## config.mk

```make
export PLATFORM = sky130hd
export DESIGN_NAME = run_ctrl
export DESIGN_NICKNAME = d
export VERILOG_FILES = /design/src/rtl/run_ctrl_pkg.sv /design/src/rtl/run_ctrl_pc_stall.sv /design/src/rtl/run_ctrl.sv
export SDC_FILE = /design/constraint.sdc
export NUM_CORES = 1
export LEC_CHECK = 0
export BUFFER_PORTS_ARGS = -buffer_cell sky130_fd_sc_hd__buf_2
export CAP_MARGIN = 10
export CORE_MARGIN = 1.5
export CORE_UTILIZATION = 40
export CTS_BUF_LIST = sky130_fd_sc_hd__clkbuf_16
export CTS_CLUSTER_DIAMETER = 150
export CTS_CLUSTER_SIZE = 40
export DETAILED_ROUTE_END_ITERATION = 8
export SYNTH_ARGS = -nofsm -noshare
export SYNTH_HDL_FRONTEND = slang
export SYNTH_SLANG_ARGS = --single-unit
```

## constraint.sdc

```tcl
create_clock -name clk -period 2.9 [get_ports clk]
set_input_delay 0.58 -clock clk [delete_from_list [all_inputs] [get_ports clk]]
set_output_delay 0.58 -clock clk [all_outputs]
set_load 0.02 [all_outputs]
```

## src/rtl/run_ctrl_pkg.sv

```systemverilog
// Shared definitions for the run controller: FSM state encoding, run status
// codes and the halt/timeout priority helper.
package run_ctrl_pkg;

    // Controller states. Plain constants keep the encoding visible to older
    // tools and to anyone probing state_q in a waveform viewer.
    localparam logic [2:0] S_IDLE  = 3'd0;
    localparam logic [2:0] S_RESET = 3'd1;
    localparam logic [2:0] S_RUN   = 3'd2;
    localparam logic [2:0] S_DUMP  = 3'd3;
    localparam logic [2:0] S_DONE  = 3'd4;

    // Run status reported on the status output.
    localparam logic [1:0] ST_RUN     = 2'b00;
    localparam logic [1:0] ST_HALT    = 2'b01;
    localparam logic [1:0] ST_TIMEOUT = 2'b10;

    // Resolve the end-of-run reason. A halt seen in the same cycle as the
    // timeout is reported as a halt: the program did finish.
    function automatic logic [1:0] run_status(input logic halt, input logic timeout);
        logic [1:0] code;
        code = ST_RUN;
        if (halt) begin
            code = ST_HALT;
        end else if (timeout) begin
            code = ST_TIMEOUT;
        end
        return code;
    endfunction

endpackage

```

## src/rtl/run_ctrl_pc_stall.sv

```systemverilog
// PC stall detector: remembers the last valid PC seen while the core runs
// and counts consecutive valid samples that repeat it. A core spinning on a
// self-branch is treated as halted once the repeat count hits the limit.
module pc_stall_detect
    import run_ctrl_pkg::*;
#(
    parameter int PC_W        = 32,
    parameter int STALL_LIMIT = 16
) (
    input  logic            clk,
    input  logic            rst,
    input  logic            clear_i,
    input  logic            enable_i,
    input  logic [PC_W-1:0] pc_i,
    input  logic            pc_valid_i,
    output logic            stall_hit_o
);

    localparam int SC_W = $clog2(STALL_LIMIT + 1);
    // Count value at which one more repeat constitutes a stall.
    localparam logic [SC_W-1:0] CNT_TOP = SC_W'(STALL_LIMIT - 1);

    logic [PC_W-1:0] last_pc_q, last_pc_d;
    logic            have_pc_q, have_pc_d;
    logic [SC_W-1:0] stall_cnt_q, stall_cnt_d;
    logic            same_pc;

    // A repeat only counts once a reference PC has been captured this run,
    // so whatever value last_pc held before the run can never match.
    always_comb begin
        same_pc = enable_i && pc_valid_i && have_pc_q && (pc_i == last_pc_q);
    end

    assign stall_hit_o = same_pc && (stall_cnt_q == CNT_TOP);

    // Next-state for the reference PC and the repeat counter. Invalid
    // samples leave everything untouched so bubbles do not break a stall.
    always_comb begin
        // NOTE: every combinational output gets a default first, so no path
        // through the if/else leaves it unassigned and no latch is inferred.
        last_pc_d   = last_pc_q;
        have_pc_d   = have_pc_q;
        stall_cnt_d = stall_cnt_q;
        if (clear_i) begin
            last_pc_d   = '0;
            have_pc_d   = 1'b0;
            stall_cnt_d = '0;
        end else if (enable_i && pc_valid_i) begin
            if (same_pc) begin
                if (stall_cnt_q != CNT_TOP) begin
                    stall_cnt_d = stall_cnt_q + 1'b1;
                end
            end else begin
                last_pc_d   = pc_i;
                have_pc_d   = 1'b1;
                stall_cnt_d = '0;
            end
        end
    end

    // State registers with asynchronous reset.
    always_ff @(posedge clk or posedge rst) begin
        if (rst) begin
            last_pc_q   <= '0;
            have_pc_q   <= 1'b0;
            stall_cnt_q <= '0;
        end else begin
            // NOTE: sequential state uses non-blocking assignments so every
            // register samples its pre-edge inputs, independent of order.
            last_pc_q   <= last_pc_d;
            have_pc_q   <= have_pc_d;
            stall_cnt_q <= stall_cnt_d;
        end
    end

endmodule

```

## src/rtl/run_ctrl.sv

```systemverilog
// Run controller: sequences a processor core through a held reset, a
// budgeted run with halt/stall/timeout detection, and a valid/ready walk of
// the data cache for dumping. Every output comes straight from a register.
module run_ctrl
    import run_ctrl_pkg::*;
#(
    parameter int RESET_CYCLES = 4,
    parameter int MAX_CYCLES   = 100000,
    parameter int CNT_W        = 32,
    parameter int PC_W         = 32,
    parameter int STALL_LIMIT  = 16,
    parameter int DUMP_WORDS   = 256,
    parameter int ADDR_W       = 8
) (
    input  logic              clk,
    input  logic              rst,
    input  logic              start,
    input  logic [PC_W-1:0]   pc,
    input  logic              pc_valid,
    input  logic              halt_insn,
    output logic              core_nrst,
    output logic              core_en,
    output logic [ADDR_W-1:0] dump_addr,
    output logic              dump_valid,
    input  logic              dump_ready,
    output logic [CNT_W-1:0]  cycle_count,
    output logic              done,
    output logic [1:0]        status
);

    localparam int HOLD_W = (RESET_CYCLES > 1) ? $clog2(RESET_CYCLES) : 1;
    localparam logic [HOLD_W-1:0] HOLD_LAST = HOLD_W'(RESET_CYCLES - 1);
    localparam logic [CNT_W-1:0]  CNT_LAST  = CNT_W'(MAX_CYCLES - 1);
    localparam logic [CNT_W-1:0]  CNT_SAT   = {CNT_W{1'b1}};
    localparam logic [ADDR_W-1:0] ADDR_LAST = ADDR_W'(DUMP_WORDS - 1);

    logic [2:0]        state_q, state_d;
    logic [HOLD_W-1:0] hold_q, hold_d;
    logic              core_nrst_q, core_nrst_d;
    logic              core_en_q, core_en_d;
    logic [ADDR_W-1:0] dump_addr_q, dump_addr_d;
    logic              dump_valid_q, dump_valid_d;
    logic [CNT_W-1:0]  cycle_count_q, cycle_count_d;
    logic              done_q, done_d;
    logic [1:0]        status_q, status_d;

    logic stall_clear;
    logic stall_hit;
    logic in_run;
    logic halt_det;
    logic timeout_det;

    assign in_run = (state_q == S_RUN);

    pc_stall_detect #(
        .PC_W        (PC_W),
        .STALL_LIMIT (STALL_LIMIT)
    ) u_stall (
        .clk         (clk),
        .rst         (rst),
        .clear_i     (stall_clear),
        .enable_i    (in_run),
        .pc_i        (pc),
        .pc_valid_i  (pc_valid),
        .stall_hit_o (stall_hit)
    );

    // End-of-run conditions, only meaningful while the core is running.
    always_comb begin
        halt_det    = in_run && (halt_insn || stall_hit);
        timeout_det = in_run && (cycle_count_q == CNT_LAST);
    end

    // Controller next-state and next-output logic.
    always_comb begin
        state_d       = state_q;
        hold_d        = hold_q;
        core_nrst_d   = core_nrst_q;
        core_en_d     = core_en_q;
        dump_addr_d   = dump_addr_q;
        dump_valid_d  = dump_valid_q;
        cycle_count_d = cycle_count_q;
        done_d        = done_q;
        status_d      = status_q;
        stall_clear   = 1'b0;

        case (state_q)
            // A finished run may be restarted exactly like an idle one.
            S_IDLE, S_DONE: begin
                if (start) begin
                    state_d       = S_RESET;
                    hold_d        = '0;
                    core_nrst_d   = 1'b0;
                    core_en_d     = 1'b1;
                    dump_addr_d   = '0;
                    dump_valid_d  = 1'b0;
                    cycle_count_d = '0;
                    done_d        = 1'b0;
                    status_d      = ST_RUN;
                    stall_clear   = 1'b1;
                end
            end

            // Core is clocked but held in reset for RESET_CYCLES cycles.
            S_RESET: begin
                if (hold_q == HOLD_LAST) begin
                    state_d     = S_RUN;
                    core_nrst_d = 1'b1;
                end else begin
                    hold_d = hold_q + 1'b1;
                end
            end

            // Core runs; the detecting cycle freezes the count and the core.
            S_RUN: begin
                if (halt_det || timeout_det) begin
                    state_d      = S_DUMP;
                    status_d     = run_status(halt_det, timeout_det);
                    core_en_d    = 1'b0;
                    dump_valid_d = 1'b1;
                    dump_addr_d  = '0;
                end else if (cycle_count_q != CNT_SAT) begin
                    cycle_count_d = cycle_count_q + 1'b1;
                end
            end

            // Walk the dcache one accepted word at a time.
            S_DUMP: begin
                if (dump_valid_q && dump_ready) begin
                    if (dump_addr_q == ADDR_LAST) begin
                        state_d      = S_DONE;
                        dump_valid_d = 1'b0;
                        done_d       = 1'b1;
                    end else begin
                        dump_addr_d = dump_addr_q + 1'b1;
                    end
                end
            end

            default: begin
                state_d = S_IDLE;
            end
        endcase
    end

    // Registered state and outputs; rst abandons anything in flight.
    always_ff @(posedge clk or posedge rst) begin
        if (rst) begin
            state_q       <= S_IDLE;
            hold_q        <= '0;
            core_nrst_q   <= 1'b0;
            core_en_q     <= 1'b0;
            dump_addr_q   <= '0;
            dump_valid_q  <= 1'b0;
            cycle_count_q <= '0;
            done_q        <= 1'b0;
            status_q      <= ST_RUN;
        end else begin
            state_q       <= state_d;
            hold_q        <= hold_d;
            core_nrst_q   <= core_nrst_d;
            core_en_q     <= core_en_d;
            dump_addr_q   <= dump_addr_d;
            dump_valid_q  <= dump_valid_d;
            cycle_count_q <= cycle_count_d;
            done_q        <= done_d;
            status_q      <= status_d;
        end
    end

    assign core_nrst   = core_nrst_q;
    assign core_en     = core_en_q;
    assign dump_addr   = dump_addr_q;
    assign dump_valid  = dump_valid_q;
    assign cycle_count = cycle_count_q;
    assign done        = done_q;
    assign status      = status_q;

endmodule

```

Word-level counts from Yosys, hierarchy flattened. Cells that the tools add are included.

Output and inout port bits: 46. Input port bits: 38. Register bits: 89. Word-level logic and storage cells: 111.

Muxes and demuxes: 47. Reductions and logical operators: 26. Add/subtract/negate cells: 4. Equality and inequality tests: 22.

Operators with widths (number): 2-to-1 mux 32 bit (6); case mux 32 bit (2 select lines) (1); adder 32 x 1 -> 32 bit (second input constant) (1); == test 32 x 17 -> 1 bit (second input constant) (1); == test 32 bit (1); 2-to-1 mux 8 bit (4); inequality test 32 bit (second input constant) (1); case mux 8 bit (3 select lines) (1); 2-to-1 mux 5 bit (4); inequality test 2 bit (second input constant) (8); 2-to-1 mux 3 bit (5); AND reduction 5 bit (3); 2-to-1 mux 1 bit (14); case mux 3 bit (4 select lines) (1); 2-to-1 mux 2 bit (5); AND reduction 3 bit (3); adder 8 x 1 -> 8 bit (second input constant) (1); == test 8 bit (second input constant) (1); case mux 2 bit (2 select lines) (2); AND reduction 4 bit (2); nonzero test 2 bit (4); logical AND 1 bit (7); == test 3 x 2 -> 1 bit (second input constant) (2); case mux 1 bit (2 select lines) (3); other kinds (15) (18).

Depth between registers and ports, before layout. Gate-level depths: netlist of the first run.

Depth in word-level cells: 10. Mapped depth: 9. Depth with buffers taken out: 7.

Cells and area by module. Synthesis of the first run repeated with hierarchy kept, for this count alone.

Cell total of the unflattened synthesis: 566. Area total of the unflattened synthesis: 5137.4 µm².

By module, submodules not included: run_ctrl (area each 2910.3 µm², cells each 326, instances 1, seq. area each 1276.2 µm²); pc_stall_detect (area each 2227.1 µm², cells each 240, instances 1, seq. area each 950.9 µm²).

Least setup slack after synthesis of the first run. Ideal clock, no wire load.

Kind: in2reg. Start: in pc[15]. End: reg cycle_count_q[21] (netlist: cycle_count[21]). Setup time: 0.128 ns. Path slack: 0.397 ns. Arrival time: 2.376 ns. Path buffers: 1. Data required time: 2.772 ns. Stages on the path: 7. Path through: xor2_1 nand2b_1 or4_4 o41ai_4 buf_4 a211oi_1 mux2_1.

Longest elaborated chain between the ends: 8.

RTL lines: start: declaration (RTL line run_ctrl.sv:18) `input logic [PC_W-1:0] pc,`; == test 32 bit (RTL line run_ctrl_pc_stall.sv:31) `same_pc = enable_i && pc_valid_i && have_pc_q && (pc_i == last_pc_q);`; logical AND 1 bit (RTL line run_ctrl_pc_stall.sv:31); logical AND 1 bit (RTL line run_ctrl_pc_stall.sv:34) `assign stall_hit_o = same_pc && (stall_cnt_q == CNT_TOP);`; logical OR 1 bit (RTL line run_ctrl.sv:70) `halt_det = in_run && (halt_insn || stall_hit);`; logical AND 1 bit (RTL line run_ctrl.sv:70); logical OR 1 bit (RTL line run_ctrl.sv:116) `if (halt_det || timeout_det) begin`; inequality test 2 bit (no source line); AND reduction 4 bit (no source line); end signal: assignment (RTL line run_ctrl.sv:165) `cycle_count_q <= cycle_count_d;`; end: declaration (RTL line run_ctrl.sv:43) `logic [CNT_W-1:0] cycle_count_q, cycle_count_d;`.

Every way passes these cells. A chain may end at the register's enable or synchronous reset.

Worst setup path in the final report of the first run.
Start: reg cycle_count_q[19] (netlist: cycle_count[19]). End: reg dump_addr_q[3] (netlist: dump_addr[3]).

Longest elaborated chain between the ends: 5.

RTL lines: == test 32 x 17 -> 1 bit (RTL line run_ctrl.sv:71) `timeout_det = in_run && (cycle_count_q == CNT_LAST);`; logical AND 1 bit (RTL line run_ctrl.sv:71); logical OR 1 bit (RTL line run_ctrl.sv:116); inequality test 2 x 1 -> 1 bit (no source line); AND reduction 5 bit (no source line); end signal: assignment (RTL line run_ctrl.sv:163) `dump_addr_q <= dump_addr_d;`; end: declaration (RTL line run_ctrl.sv:41) `logic [ADDR_W-1:0] dump_addr_q, dump_addr_d;`.

Every way passes these cells.

==> flow_metrics.env, run 1 <==
export IMPL_power_switching_share_pct=40.9
export IMPL_syn_inst=609
export IMPL_n_fill_cell=1221
export IMPL_wirelength_mm=14.6
export IMPL_yosysTopAreaCell="dfrtp_1"
export IMPL_grtUsageMet3_pct=3.72
export IMPL_rsz0062_at_grt="false"
export IMPL_syn2layout_area_growth_pct=19.0
export IMPL_status="finished, final reports clean"
export IMPL_cts_hold_buffers=0
export IMPL_hold_viol_final=0
export IMPL_skew_ns=0.00898
export IMPL_antenna_found_initial=0
export IMPL_io_pins=84
export IMPL_start_util_pct=41.5
export IMPL_drc=0
export IMPL_yosysWarningCount=0
export IMPL_clk_latency_ns=0.35
export IMPL_fp_row_count=41
export IMPL_synth_ff_type="dfrtp_1"
export IMPL_synth_edf_count=0
export IMPL_tns_ns=0
export IMPL_first_pass_iters=5
export IMPL_crit_path_start_kind="flop"
export IMPL_clockBufferDepth=2
export IMPL_synth_top_area_share_pct=42.0
export IMPL_period_share_pct=90.8
export IMPL_cp_arrival_ns=2.87
export IMPL_die_height_um=118
export IMPL_clkTransAtPathRegs_ns=0.07
export IMPL_clock_power_share_pct=23.8
export IMPL_r2r_start="cycle_count[19]"
export IMPL_post_cts_resized=0
export IMPL_clock_sinks=89
export IMPL_coreArea_sq_um=12800
export IMPL_cellLeakagePower_nw=2.88
export IMPL_cts_made_buffers=9
export IMPL_reg2reg_slack_ns=0.27
export IMPL_ys_seq_area_share_pct=42.0
export IMPL_die_w_um=118
export IMPL_busiest_layer="met1"
export IMPL_pwr_share_comb_pct=40.5
export IMPL_synthArstFlopShare_pct=100
export IMPL_routabilityCongestion=0.904
export IMPL_worst_pin_slew_ns=0.659
export IMPL_overflow=0
export IMPL_tritoncts="done"
export IMPL_max_cap_viol_count=0
export IMPL_synthesis_area_sq_um=5300
export IMPL_setup_violations=0
export IMPL_hpwl_mm=10.6
export IMPL_grt_pass1_wl_mm=24.2
export IMPL_crit_required_ns=3.14
export IMPL_drtAntennaViolNets=0
export IMPL_crit_type="flop to flop"
export IMPL_instances_no_fill=872
export IMPL_met2_usage_pct=31.8
export IMPL_slew_headroom_pct=54.9
export IMPL_synth_seq_cells=89
export IMPL_yosys_top_cells_area="dfrtp_1 (42%), nand2_1 (7.7%), xnor2_1 (5.1%)"
export IMPL_grt_pass1_vias=4560
export IMPL_endpoint_kind="flop"
export IMPL_num_vias=4835
export IMPL_peakVddDrop_uv=456
export IMPL_worstReg2RegEnd="dump_addr[3]"
export IMPL_hold_ws_ns=0.282
export IMPL_worstHoldPathType="input pin to asynchronous set/reset pin"
export IMPL_intPower_mw=2.99
export IMPL_dpl_cell_count=856
export IMPL_grt_max_degree=38
export IMPL_crit_fanout=10
export IMPL_die_area_sq_um=14000
export IMPL_track_usage_pct=21.6
export IMPL_synth_avg_cell_area_sq_um=8.71
export IMPL_yosysUniqueCellTypes=53
export IMPL_h_tree_depth=3
export IMPL_sequentialPowerShare_pct=35.7
export IMPL_crit_start="cycle_count[19]"
export IMPL_period_minus_slack_ns=2.63
export IMPL_crit_path_end="dump_addr[3]"
export IMPL_maxSlewViolCount=0
export IMPL_drive_above_1_share_pct=22.6
export IMPL_wire_per_inst_um=16.7
export IMPL_diodes=0
export IMPL_synth_fp_nets=652
export IMPL_viasPerCell=5.54
export IMPL_p_sw_mw=2.07
export IMPL_finalNetCount=738
export IMPL_powerDensity_nw_per_um2=802
export IMPL_cts_setup_buffers=0
export IMPL_clock_root_buffer="clkbuf_16"
export IMPL_portBuffers=83
export IMPL_reg2regPathDepth=6
export IMPL_dr_first_iter_drc_count=352
export IMPL_max_freq_ghz=0.380
export IMPL_use_met1_pct=32.1
## cells in the mapped netlist, drive strengths merged (2+ instances only)
master / instances
nor4bb: 2
xnor2: 31
a211oi: 20
inv: 18
dfrtp: 89
a21o: 3
or3: 4
nor2: 27
and3: 8
xor2: 4
nor3b: 4
nand3: 30
nand2b: 5
ha: 5
a2bb2oi: 4
nand4: 27
mux2: 3
o21a: 3
and2: 7
a21oi: 15
o21ai: 47
o31ai: 2
nand4b: 3
mux2i: 23
clkbuf: 21
a31oi: 5
nor4: 9
o22a: 4
nor3: 12
o2bb2ai: 2
nor4b: 2
and4: 6
o21bai: 2
a2111oi: 2
buf: 13
or4: 7
nand2: 110
or2: 23
## cell type report
class | instances | area [sq um] | area share (%)
Timing Repair Buffer | 109 | 623 | 9.87
Inverter | 18 | 68.8 | 1.09
Tap cell | 172 | 215 | 3.41
Sequential cell | 89 | 2230 | 35.3
Multi-Input combinational cell | 468 | 2880 | 45.6
Clock inverter | 7 | 73.8 | 1.17
Clock buffer | 9 | 225 | 3.57
## critical path: stages, from the launching register on
cell and delay (ns):
dfrtp_1 0.46, or4_1 0.55, nor4_1 0.38, nand4_1 0.22
nand3_1 0.39, o21ai_1 0.25, o22a_1 0.27
## layer usage
metal,up-vias,routed length (um),share of wire (%)
li1,2341,-,-
met1,2300,7190,49
met2,169,6310,43
met3,25,816,5.6
met4,0,245,1.7
met5,-,0,0
## power by group through the flow
stage / logic [mW] / registers (mW) / clock network (mW)
after CTS: 2.05 / 1.81 / 1.23
after global routing: 2.29 / 1.85 / 1.27
final: 2.05 / 1.81 / 1.20
after detailed placement: 2.05 / 1.82 / 0
after floorplan: 1.40 / 1.86 / 0
after global placement: 2.01 / 1.81 / 0
## cells by family (layout without fill, tap and decap cells)
kind of cell | count (synthesis) | count (layout) | share of synthesized area, %
AOI/OAI and AO/OA | 115 | 115 | 14.0
xor gates and xnor gates | 35 | 35 | 5.78
adders and majority gates | 5 | 5 | 1.18
buffers and inverters | 52 | 143 | 4.25
DFF | 89 | 89 | 42.0
muxes | 26 | 26 | 4.98
and+or+nand+nor | 287 | 287 | 27.8
## stage by stage
stage | worst slack (ns) | total power [mW] | utilization (%) | cell area [sq um]
after floorplan | 0.0131 | 3.25 | - | 5300
after global placement | 0.0398 | 3.82 | 47.1 | 6010
after detailed placement | 0.0262 | 3.87 | 47.1 | 6010
after CTS | 0.264 | 5.08 | 49.4 | 6310
after global routing | 0.0401 | 5.41 | 49.4 | 6310
final | 0.267 | 5.06 | 49.4 | 6310
## state kept, by name, summed over array words and instances (netlist names), 2 cells and up
signal and flops:
u_stall.last_pc_q 32, u_stall.stall_cnt_q 5, cycle_count 32, state_q 3, status 2, dump_addr 8
hold_q 2
## cells in the final DEF (no fill, tap or decap), drive strengths merged, types with 5 or more instances in the layout
| cell | count |
|---|---|
| nor4 | 9 |
| and4 | 6 |
| nand3 | 30 |
| nand2b | 5 |
| a31oi | 5 |
| nor3 | 12 |
| or2 | 23 |
| mux2i | 23 |
| inv | 20 |
| and3 | 8 |
| nor2 | 27 |
| dfrtp | 89 |
| xnor2 | 31 |
| nand4 | 27 |
| buf | 109 |
| ha | 5 |
| o21ai | 47 |
| nand2 | 110 |
| a211oi | 20 |
| a21oi | 15 |
| clkbuf | 9 |
| and2 | 7 |
| or4 | 7 |
## worst min-delay path by stage
stage	start	endpoint	slack (ns)	cells after the start
after floorplan	hold_q[0]	hold_q[0]	0.45	1
after global placement	hold_q[0]	hold_q[0]	0.47	1
after detailed placement	core_nrst	core_nrst	0.48	2
after CTS	rst	u_stall.last_pc_q[8]	0.31	2
after global routing	rst	u_stall.last_pc_q[8]	0.35	2
final	rst	u_stall.last_pc_q[6]	0.28	2
Power figures use the tool's default switching activity.
==> run 2: changes to the inputs <==
RECOVER_POWER = 50   (was default)
==> run 2 against run 1 <==
- the flow now finishes with violations (max-capacitance violations, max-slew violations)
- flip-flop and latch count unchanged
- hold slack improved by 0.21 ns
- die area unchanged
- cell count unchanged
- critical path depth unchanged
- wire length decreased by 0.29%
- register-to-register slack got worse by 0.05 ns
- design area decreased by 0.67%
- combinational power about the same
- core utilization decreased by 0.33 points
- count of clock-buffer cells in the layout unchanged
- critical endpoint unchanged
- highest routed layer unchanged
- clock power about the same
==> flow_metrics.env, run 2 (same netlist as run 1, synthesis figures left out) <==
export IMPL_status="finished, violations left"
export IMPL_violations="max-capacitance violations, max-slew violations"
export IMPL_n_fill_cell=1229
export IMPL_reg2regPathDepth=6
export IMPL_cts_made_buffers=9
export IMPL_hold_viol_final=0
export IMPL_met2_usage_pct=31.8
export IMPL_num_vias=4867
export IMPL_portBuffers=83
export IMPL_maxSlewViolCount=37
export IMPL_rsz0062_at_grt="false"
export IMPL_routabilityCongestion=0.904
export IMPL_busiest_layer="met1"
export IMPL_period_minus_slack_ns=2.68
export IMPL_clock_root_buffer="clkbuf_16"
export IMPL_crit_path_start_kind="flop"
export IMPL_die_area_sq_um=14000
export IMPL_wirelength_mm=14.5
export IMPL_crit_required_ns=3.14
export IMPL_powerDensity_nw_per_um2=803
export IMPL_multi_input_area_sq_um=2880
export IMPL_worstHoldPathType="input pin to flop"
export IMPL_drc=0
export IMPL_start_util_pct=41.5
export IMPL_tns_ns=0
export IMPL_final_cell_mix="nand2_1 (108), dfrtp_1 (89), buf_2 (63), o21ai_0 (46), xnor2_1 (31)"
export IMPL_crit_type="flop to flop"
export IMPL_h_tree_depth=3
export IMPL_worst_pin_slew_ns=1.59
export IMPL_coreArea_sq_um=12800
export IMPL_diodes=0
export IMPL_design_area_sq_um=6270
export IMPL_tritoncts="done"
export IMPL_antenna_found_initial=0
export IMPL_clockBufferDepth=2
export IMPL_reg2reg_slack_ns=0.22
export IMPL_drtAntennaViolNets=0
export IMPL_post_cts_resized=0
export IMPL_fin_util_pct=49.1
export IMPL_slew_headroom_pct=-6.33
export IMPL_first_pass_iters=5
export IMPL_instances_no_fill=872
export IMPL_grt_pass1_vias=4560
export IMPL_dpl_cell_count=856
export IMPL_dr_first_iter_drc_count=362
export IMPL_clock_sinks=89
export IMPL_regArea_sq_um=2230
export IMPL_clk_latency_ns=0.35
export IMPL_grtUsageMet3_pct=3.72
export IMPL_post_dp_cell_area_sq_um=6010
export IMPL_track_usage_pct=21.6
export IMPL_hpwl_mm=10.6
export IMPL_clkTransAtPathRegs_ns=0.07
export IMPL_endpoint_kind="flop"
export IMPL_hold_depth=3
export IMPL_setup_violations=0
export IMPL_skew_ns=0.00755
export IMPL_cts_hold_buffers=0
export IMPL_overflow=0
export IMPL_drive_above_1_share_pct=19.1
export IMPL_die_w_um=118
export IMPL_grt_pass1_wl_mm=24.2
export IMPL_cellLeakagePower_nw=2.78
export IMPL_period_share_pct=92.3
export IMPL_r2r_start="cycle_count[19]"
export IMPL_peakVddDrop_uv=458
export IMPL_max_freq_ghz=0.373
export IMPL_final_common_cell="nand2_1"
export IMPL_grt_max_degree=38
export IMPL_use_met1_pct=32.1
export IMPL_hold_end="u_stall.last_pc_q[18]"
export IMPL_hp_start="pc[18]"
export IMPL_syn2layout_area_growth_pct=18.2
export IMPL_die_height_um=118
export IMPL_io_pins=84
export IMPL_finalNetCount=738
export IMPL_worstReg2RegEnd="dump_addr[3]"
export IMPL_wire_per_inst_um=16.6
export IMPL_cp_arrival_ns=2.91
export IMPL_crit_fanout=10
export IMPL_cts_setup_buffers=0
export IMPL_max_cap_viol_count=1
export IMPL_viasPerCell=5.58
export IMPL_fp_row_count=41
[run 2: cell types whose count changed in the layout (fill, tap and decap cells not counted)]
cell,delta
buf_2,-20
buf_4,-5
clkinvlp_2,+1
clkinv_2,-1
clkbuf_1,+24
clkbuf_2,+1
[run 2: per-layer routing]
metal,wire length [um],up-vias
met5,0,-
met4,265,0
met3,846,22
met2,6230,174
met1,7180,2328
li1,-,2343
[run 2: cell type report]
class	count	share of cell area [%]
clock buffers	9	3.59
inverters	18	1.10
multi-input cells	468	45.9
clock inverters	7	1.18
well taps	172	3.43
flip-flops and latches	89	35.5
repair buffers	109	9.26
[run 2: worst max-delay path by stage]
stage,startpoint,end,slack (ns),cells after the start
2_1_floorplan,rst,core_en,0.01,1
3_3_place_gp,pc[24],cycle_count[27],0.04,8
3_5_place_dp,pc[24],cycle_count[21],0.03,8
4_1_cts,cycle_count[19],dump_addr[3],0.26,6
5_1_grt,cycle_count[19],dump_addr[2],0.04,6
6_report,cycle_count[19],dump_addr[3],0.22,6
[run 2: critical path, cell delays in order (launching register included)]
cell and delay [ns]:
dfrtp_1 0.47, or4_1 0.55, nor4_1 0.39, nand4_1 0.22
nand3_1 0.40, o21ai_1 0.26, o22a_1 0.28
[run 2: power breakdown]
group          leakage [nW]  internal, mW  switching [mW]
sequential             1.18          1.56           0.249
clock                 0.147         0.674           0.523
combinational          1.46         0.736            1.29
total                  2.78          2.97            2.07
[run 2: per-stage QoR]
step / hold slack (ns) / worst slack (ns) / power [mW]
after floorplan: 0.455 / 0.0131 / 3.25
after global placement: 0.469 / 0.0398 / 3.82
after detailed placement: 0.485 / 0.0262 / 3.87
after CTS: 0.313 / 0.264 / 5.08
after global routing: 0.502 / 0.0401 / 5.39
final: 0.489 / 0.222 / 5.04
